File: src/rtl/ctrl_reg_block.sv
// ctrl_reg_block: IPbus single-word control register block.
// Holds run-time configuration (channel enables, fill type, endianness,
// trigger settings/delay, soft-error thresholds), issues one-cycle command
// pulses and keeps saturating write/error transaction counters.
// Optional feature macro: CTRL_REG_LOCK_EN adds a lock bit at word 0x07 that
// blocks writes to 0x00-0x06 while set. Without it, 0x07 is unmapped.
// Write acks return rdata = 0; rdata carries data only for acked reads.
module ctrl_reg_block #(
  parameter int ADDR_W = 5
) (
  input  logic              clk,
  input  logic              reset,
  input  logic              ipb_strobe,
  input  logic              ipb_write,
  input  logic [ADDR_W-1:0] ipb_addr,
  input  logic [31:0]       ipb_wdata,
  output logic [31:0]       ipb_rdata,
  output logic              ipb_ack,
  output logic              ipb_err,
  output logic [4:0]        chan_en,
  output logic [4:0]        fill_type,
  output logic              endianness_sel,
  output logic [2:0]        trig_settings,
  output logic [31:0]       trig_delay,
  output logic [31:0]       thres_data_corrupt,
  output logic [31:0]       thres_unknown_ttc,
  output logic [31:0]       thres_ddr3_overflow,
  output logic              clr_errors,
  output logic              clr_counters,
  output logic              force_trig
);

  localparam logic [ADDR_W-1:0] A_CFG  = ADDR_W'(4'd0);
  localparam logic [ADDR_W-1:0] A_TRG  = ADDR_W'(4'd1);
  localparam logic [ADDR_W-1:0] A_DLY  = ADDR_W'(4'd2);
  localparam logic [ADDR_W-1:0] A_THC  = ADDR_W'(4'd3);
  localparam logic [ADDR_W-1:0] A_THU  = ADDR_W'(4'd4);
  localparam logic [ADDR_W-1:0] A_THD  = ADDR_W'(4'd5);
  localparam logic [ADDR_W-1:0] A_CMD  = ADDR_W'(4'd6);
  localparam logic [ADDR_W-1:0] A_LOCK = ADDR_W'(4'd7);
  localparam logic [ADDR_W-1:0] A_STAT = ADDR_W'(4'd8);

  typedef enum logic [1:0] {
    ST_IDLE = 2'd0,
    ST_RESP = 2'd1,
    ST_WAIT = 2'd2
  } state_t;

  state_t      state_r, state_nx_s;
  logic [4:0]  chan_en_r, fill_type_r;
  logic        endian_r;
  logic [2:0]  trig_set_r;
  logic [31:0] trig_delay_r, thr_dc_r, thr_ut_r, thr_do_r;
  logic [15:0] wr_cnt_r, err_cnt_r;
  logic [31:0] rdata_r, rdata_s;
  logic        ack_r, err_r, clr_err_r, clr_cnt_r, force_trig_r;
  logic        locked_s, err_s, serve_s, do_wr_s, cmd_wr_s;

`ifdef CTRL_REG_LOCK_EN
  logic lock_r;
  // Lock bit: only word 0x07 itself can change it, lock never blocks it.
  always_ff @(posedge clk) begin
    if (reset) begin
      lock_r <= 1'b0;
    end else if (do_wr_s && ipb_addr == A_LOCK) begin
      lock_r <= ipb_wdata[0];
    end else begin
      lock_r <= lock_r;
    end
  end
  assign locked_s = lock_r;
`else
  assign locked_s = 1'b0;
`endif

  // A transaction is served exactly once: only in IDLE with strobe high.
  assign serve_s  = (state_r == ST_IDLE) && ipb_strobe;
  assign do_wr_s  = serve_s && ipb_write && !err_s;
  assign cmd_wr_s = do_wr_s && (ipb_addr == A_CMD);

  // Address decode: read mux and error classification for the current request.
  always_comb begin
    rdata_s = 32'h0000_0000;
    err_s   = 1'b0;
    case (ipb_addr)
      A_CFG:  rdata_s = {21'd0, endian_r, fill_type_r, chan_en_r};
      A_TRG:  rdata_s = {29'd0, trig_set_r};
      A_DLY:  rdata_s = trig_delay_r;
      A_THC:  rdata_s = thr_dc_r;
      A_THU:  rdata_s = thr_ut_r;
      A_THD:  rdata_s = thr_do_r;
      A_CMD:  rdata_s = 32'h0000_0000;
`ifdef CTRL_REG_LOCK_EN
      A_LOCK: rdata_s = {31'd0, lock_r};
`endif
      A_STAT: begin
        rdata_s = {err_cnt_r, wr_cnt_r};
        err_s   = ipb_write;
      end
      default: err_s = 1'b1;
    endcase
    if (ipb_write && locked_s && (ipb_addr <= A_CMD)) begin
      err_s = 1'b1;
    end else begin
      err_s = err_s;
    end
  end

  // FSM state register.
  always_ff @(posedge clk) begin
    if (reset) begin
      state_r <= ST_IDLE;
    end else begin
      state_r <= state_nx_s;
    end
  end

  // FSM next state: respond once, then wait for the master to drop strobe.
  always_comb begin
    state_nx_s = state_r;
    case (state_r)
      ST_IDLE: if (ipb_strobe) state_nx_s = ST_RESP; else state_nx_s = ST_IDLE;
      ST_RESP: if (ipb_strobe) state_nx_s = ST_WAIT; else state_nx_s = ST_IDLE;
      ST_WAIT: if (!ipb_strobe) state_nx_s = ST_IDLE; else state_nx_s = ST_WAIT;
      default: state_nx_s = ST_IDLE;
    endcase
  end

  // Response, read data and command pulses; all last exactly one cycle.
  always_ff @(posedge clk) begin
    if (reset) begin
      ack_r        <= 1'b0;
      err_r        <= 1'b0;
      rdata_r      <= 32'h0000_0000;
      clr_err_r    <= 1'b0;
      clr_cnt_r    <= 1'b0;
      force_trig_r <= 1'b0;
    end else begin
      ack_r        <= serve_s && !err_s;
      err_r        <= serve_s && err_s;
      rdata_r      <= (serve_s && !err_s && !ipb_write) ? rdata_s : 32'h0000_0000;
      clr_err_r    <= cmd_wr_s && ipb_wdata[0];
      clr_cnt_r    <= cmd_wr_s && ipb_wdata[1];
      force_trig_r <= cmd_wr_s && ipb_wdata[2];
    end
  end

  // Configuration registers; reserved write bits are dropped.
  always_ff @(posedge clk) begin
    if (reset) begin
      chan_en_r    <= 5'h1F;
      fill_type_r  <= 5'h00;
      endian_r     <= 1'b0;
      trig_set_r   <= 3'd0;
      trig_delay_r <= 32'h0000_0000;
      thr_dc_r     <= 32'hFFFF_FFFF;
      thr_ut_r     <= 32'hFFFF_FFFF;
      thr_do_r     <= 32'hFFFF_FFFF;
    end else if (do_wr_s) begin
      case (ipb_addr)
        A_CFG: begin
          chan_en_r   <= ipb_wdata[4:0];
          fill_type_r <= ipb_wdata[9:5];
          endian_r    <= ipb_wdata[10];
        end
        A_TRG:   trig_set_r   <= ipb_wdata[2:0];
        A_DLY:   trig_delay_r <= ipb_wdata;
        A_THC:   thr_dc_r     <= ipb_wdata;
        A_THU:   thr_ut_r     <= ipb_wdata;
        A_THD:   thr_do_r     <= ipb_wdata;
        default: trig_set_r   <= trig_set_r;
      endcase
    end else begin
      trig_set_r <= trig_set_r;
    end
  end

  // Saturating transaction counters; a clr_counters command wins over the
  // increment caused by that same command write.
  always_ff @(posedge clk) begin
    if (reset || (cmd_wr_s && ipb_wdata[1])) begin
      wr_cnt_r  <= 16'h0000;
      err_cnt_r <= 16'h0000;
    end else begin
      if (do_wr_s && wr_cnt_r != 16'hFFFF) wr_cnt_r <= wr_cnt_r + 16'h0001;
      else wr_cnt_r <= wr_cnt_r;
      if (serve_s && err_s && err_cnt_r != 16'hFFFF) err_cnt_r <= err_cnt_r + 16'h0001;
      else err_cnt_r <= err_cnt_r;
    end
  end

  assign ipb_rdata           = rdata_r;
  assign ipb_ack             = ack_r;
  assign ipb_err             = err_r;
  assign chan_en             = chan_en_r;
  assign fill_type           = fill_type_r;
  assign endianness_sel      = endian_r;
  assign trig_settings       = trig_set_r;
  assign trig_delay          = trig_delay_r;
  assign thres_data_corrupt  = thr_dc_r;
  assign thres_unknown_ttc   = thr_ut_r;
  assign thres_ddr3_overflow = thr_do_r;
  assign clr_errors          = clr_err_r;
  assign clr_counters        = clr_cnt_r;
  assign force_trig          = force_trig_r;

endmodule
File: config.mk
export PLATFORM = sky130hd
export DESIGN_NAME = ctrl_reg_block
export DESIGN_NICKNAME = d
export VERILOG_FILES = /design/src/rtl/ctrl_reg_block.sv
export SDC_FILE = /design/constraint.sdc
export NUM_CORES = 1
export LEC_CHECK = 0
export ABC_CLOCK_PERIOD_IN_PS = 2150
export CAP_MARGIN = 10
export CORE_MARGIN = 2
export CORE_UTILIZATION = 24
export DETAILED_ROUTE_END_ITERATION = 10
export PLACE_DENSITY_LB_ADDON = 0.12
export SLEW_MARGIN = 20
export SYNTH_ARGS = -nofsm -noshare
export SYNTH_HDL_FRONTEND = slang
export SYNTH_SLANG_ARGS = --single-unit
File: constraint.sdc
create_clock -name clk -period 2.15 [get_ports clk]
set_clock_uncertainty 0.15 [all_clocks]
set_input_delay 0.215 -clock clk [delete_from_list [all_inputs] [get_ports clk]]
set_output_delay 0.215 -clock clk [all_outputs]
set_load 0.03 [all_outputs]
==> reports/metrics.cfg <==
[worst_hold_path]
hold_start=reset
hold_class=in2reg
worstHoldPathCells=3
min_to=state_r[0]

[power_and_ir_drop]
comb_power_share=0.056
switching_share=0.232
p_leak_nw=4.60
p_clk_frac=0.500
power_density_nw_per_um2=649
power_mw=8.93
switchingPower_mw=2.07
seqPwrFrac=0.444
ir_drop_v=0.000514
p_int_mw=6.86

[route]
routed_wl_mm=36.9
drcViolationCount=0
ant_nets=0
wl_per_cell_um=20.8
drt_iter0_drc=526
dr.pass1.iters=5
vias=8495
vias_per_cell=4.78

[logic_synthesis]
synth-adder-area-share=0.00541
yosysSeqAreaShare=0.461
syn-num-nets=1025
yosysMostFrequentCell=dfxtp_1
synth_top_family_by_area=simple AND/OR/NAND/NOR gates
yosysWarnings=0
synth-seq-cells=213
synthArstFlopShare=0
synth_area_um2=9260
dominantRegCellSynth=dfxtp_1
synth_commonest_cells=dfxtp_1, mux2i_1, nor2_1
yosys-mux-area-fraction=0.162
synth-simple-area-share=0.210
synthCells=980
synth_top_area_cell=dfxtp_1
synth_compound_area_frac=0.118
synth_cell_types=44
synth_area_leaders=dfxtp_1, mux2i_1, nor2_1
avgSynthCellArea_um2=9.45
synth_edf_count=0
synth_top_area_share=0.461
synth-xor-area-share=0

[setup_path]
r2r_start=state_r[0]
worstPathArrival_ns=2.35
rr_worst_depth=9
required_ns=2.46
cp-start-kind=flip-flop
worstSetupEndpointType=flip-flop
worstReg2RegEnd=thres_data_corrupt[4]
path_class=reg2reg
reg2reg_slack_ns=0.11
path_max_fanout=9

[clock_tree]
cts_buffers=27
clockBufferDepth=3
cts_root_buffer=clkbuf_16
cts_tree=done
path_clk_slew_ns=0.06
cts_hold_buf=0
htree_levels=1
insertion_delay_ns=0.54
cts.sinks=213

[sta]
fmax_mhz=490
setup_viol=0
period_share=0.949
hold_viol_final=0
slew_headroom=0.645
maxSlewViolCount=0
fin_crit_ns=2.04
rsz0062_at_grt=yes
worst_pin_slew_ns=0.531

[global_routing]
antenna_found_initial=0
grt_pass1_vias=8466
grt_util_all_layers=0.175
grt_pass1_wl_mm=54.8
grt_max_degree=103
globalRouteOverflowTotal=0

[place]
place_hpwl_mm=25.9
port_buffers=219
gp_congestion=0.800

[floorplan]
dieArea_um2=40200
coreArea_um2=37800
ios=220
rows=71
initial_core_util=0.245
die_h_um=200
die_w_um=200

[layout]
area_growth_pct=48.6
final_nets=1296
drive_above_1_share=0.132
antennaDiodeCount=0
utilization=0.364

[run_status]
status=finished, final reports clean

[run]
max-cap-violations=0

-- state kept, by name (all words and copies together), names as in the netlist --
signal               cells
endianness_sel           1
state_r                  2
ipb_rdata               32
chan_en                  5
thres_data_corrupt      32
thres_unknown_ttc       32
thres_ddr3_overflow     32
trig_settings            3
force_trig               1
err_cnt_r               16
ipb_ack                  1
ipb_err                  1
wr_cnt_r                16
clr_counters             1
fill_type                5
clr_errors               1
trig_delay              32
-- power groups by stage --
stage               combinational, mW  sequential [mW]  clock, mW
floorplan                       0.225             4.06          0
global placement                0.495             4.05          0
detailed placement              0.495             4.05          0
CTS                             0.497             3.97       4.58
global route                    0.539             3.97       4.74
finish                          0.499             3.97       4.46
-- cells by family (layout without fill, tap and decap cells) --
logic type      Yosys count  in the layout
mux                     150            150
fa+ha+maj                 4              4
flops                   213            213
buf+inv                  86            371
simple gates            373            373
compound gates          154            154
-- cell type report --
class	instances	area [um2]
Inverter	7	26.3
Timing Repair Buffer	321	3300
Tap cell	511	639
Clock inverter	8	98.8
Multi-Input combinational cell	681	4680
Sequential cell	213	4270
Fill cell	3885	24100
Clock buffer	35	756
-- critical path: stages, from the launching register on --
cell and delay, ns:
dfxtp_2 0.32, inv_2 0.04, ha_2 0.18, and3_4 0.21, nand4_4 0.16, buf_6 0.18, nor3_4 0.20, buf_12 0.17
buf_12 0.15, mux2i_1 0.18
-- worst max-delay path by stage --
stage	startpoint	to	slack [ns]
after floorplan	state_r[0]	thres_unknown_ttc[10]	0.27
after global placement	ipb_addr[2]	thres_unknown_ttc[10]	-0.38
after detailed placement	ipb_addr[2]	thres_data_corrupt[28]	-0.40
after CTS	thres_unknown_ttc[12]	thres_unknown_ttc[12]	0.001
after global routing	state_r[0]	thres_data_corrupt[4]	-0.01
final	state_r[0]	thres_data_corrupt[4]	0.11
-- per-stage QoR --
stage	TNS, ns	setup slack (ns)	hold WS [ns]	cells	area, um2
after floorplan	0	0.269	0.183	980	9260
after global placement	-60.93	-0.376	0.326	1728	12800
after detailed placement	-60.78	-0.396	0.331	1728	12800
after CTS	0	0.00128	0.0507	1771	13600
after global routing	-0.0104	-0.0104	0.0910	1776	13800
final	0	0.109	0.0474	1776	13800
-- metal layers --
metal / wire, um / track usage / vias up
li1: - / - / 4080
met1: 17500 / 0.245 / 4156
met4: 448 / 0.0323 / 0
met3: 2020 / 0.0324 / 35
met2: 16900 / 0.284 / 224
met5: 0 / 0 / -
-- repair_timing --
item,4_1_cts,5_1_grt
gates resized for setup,0,14
endpoints found under the setup margin,0,129
buffers inserted,0,1
-- cells in the final DEF (no fill, tap or decap), types with 13 or more instances in the layout --
master / n
mux2i_1: 148
a21oi_1: 23
nand2b_1: 77
clkbuf_16: 30
nand4_1: 14
a22oi_1: 63
nor2_1: 135
dfxtp_1: 212
clkdlybuf4s50_1: 216
buf_4: 75
nand3_1: 15
nand2_1: 37
buf_12: 20
or3_1: 14
nor4_1: 13
or4_1: 16
a31oi_1: 32
o31ai_1: 15
No activity file was read; power rests on OpenSTA's default activity.
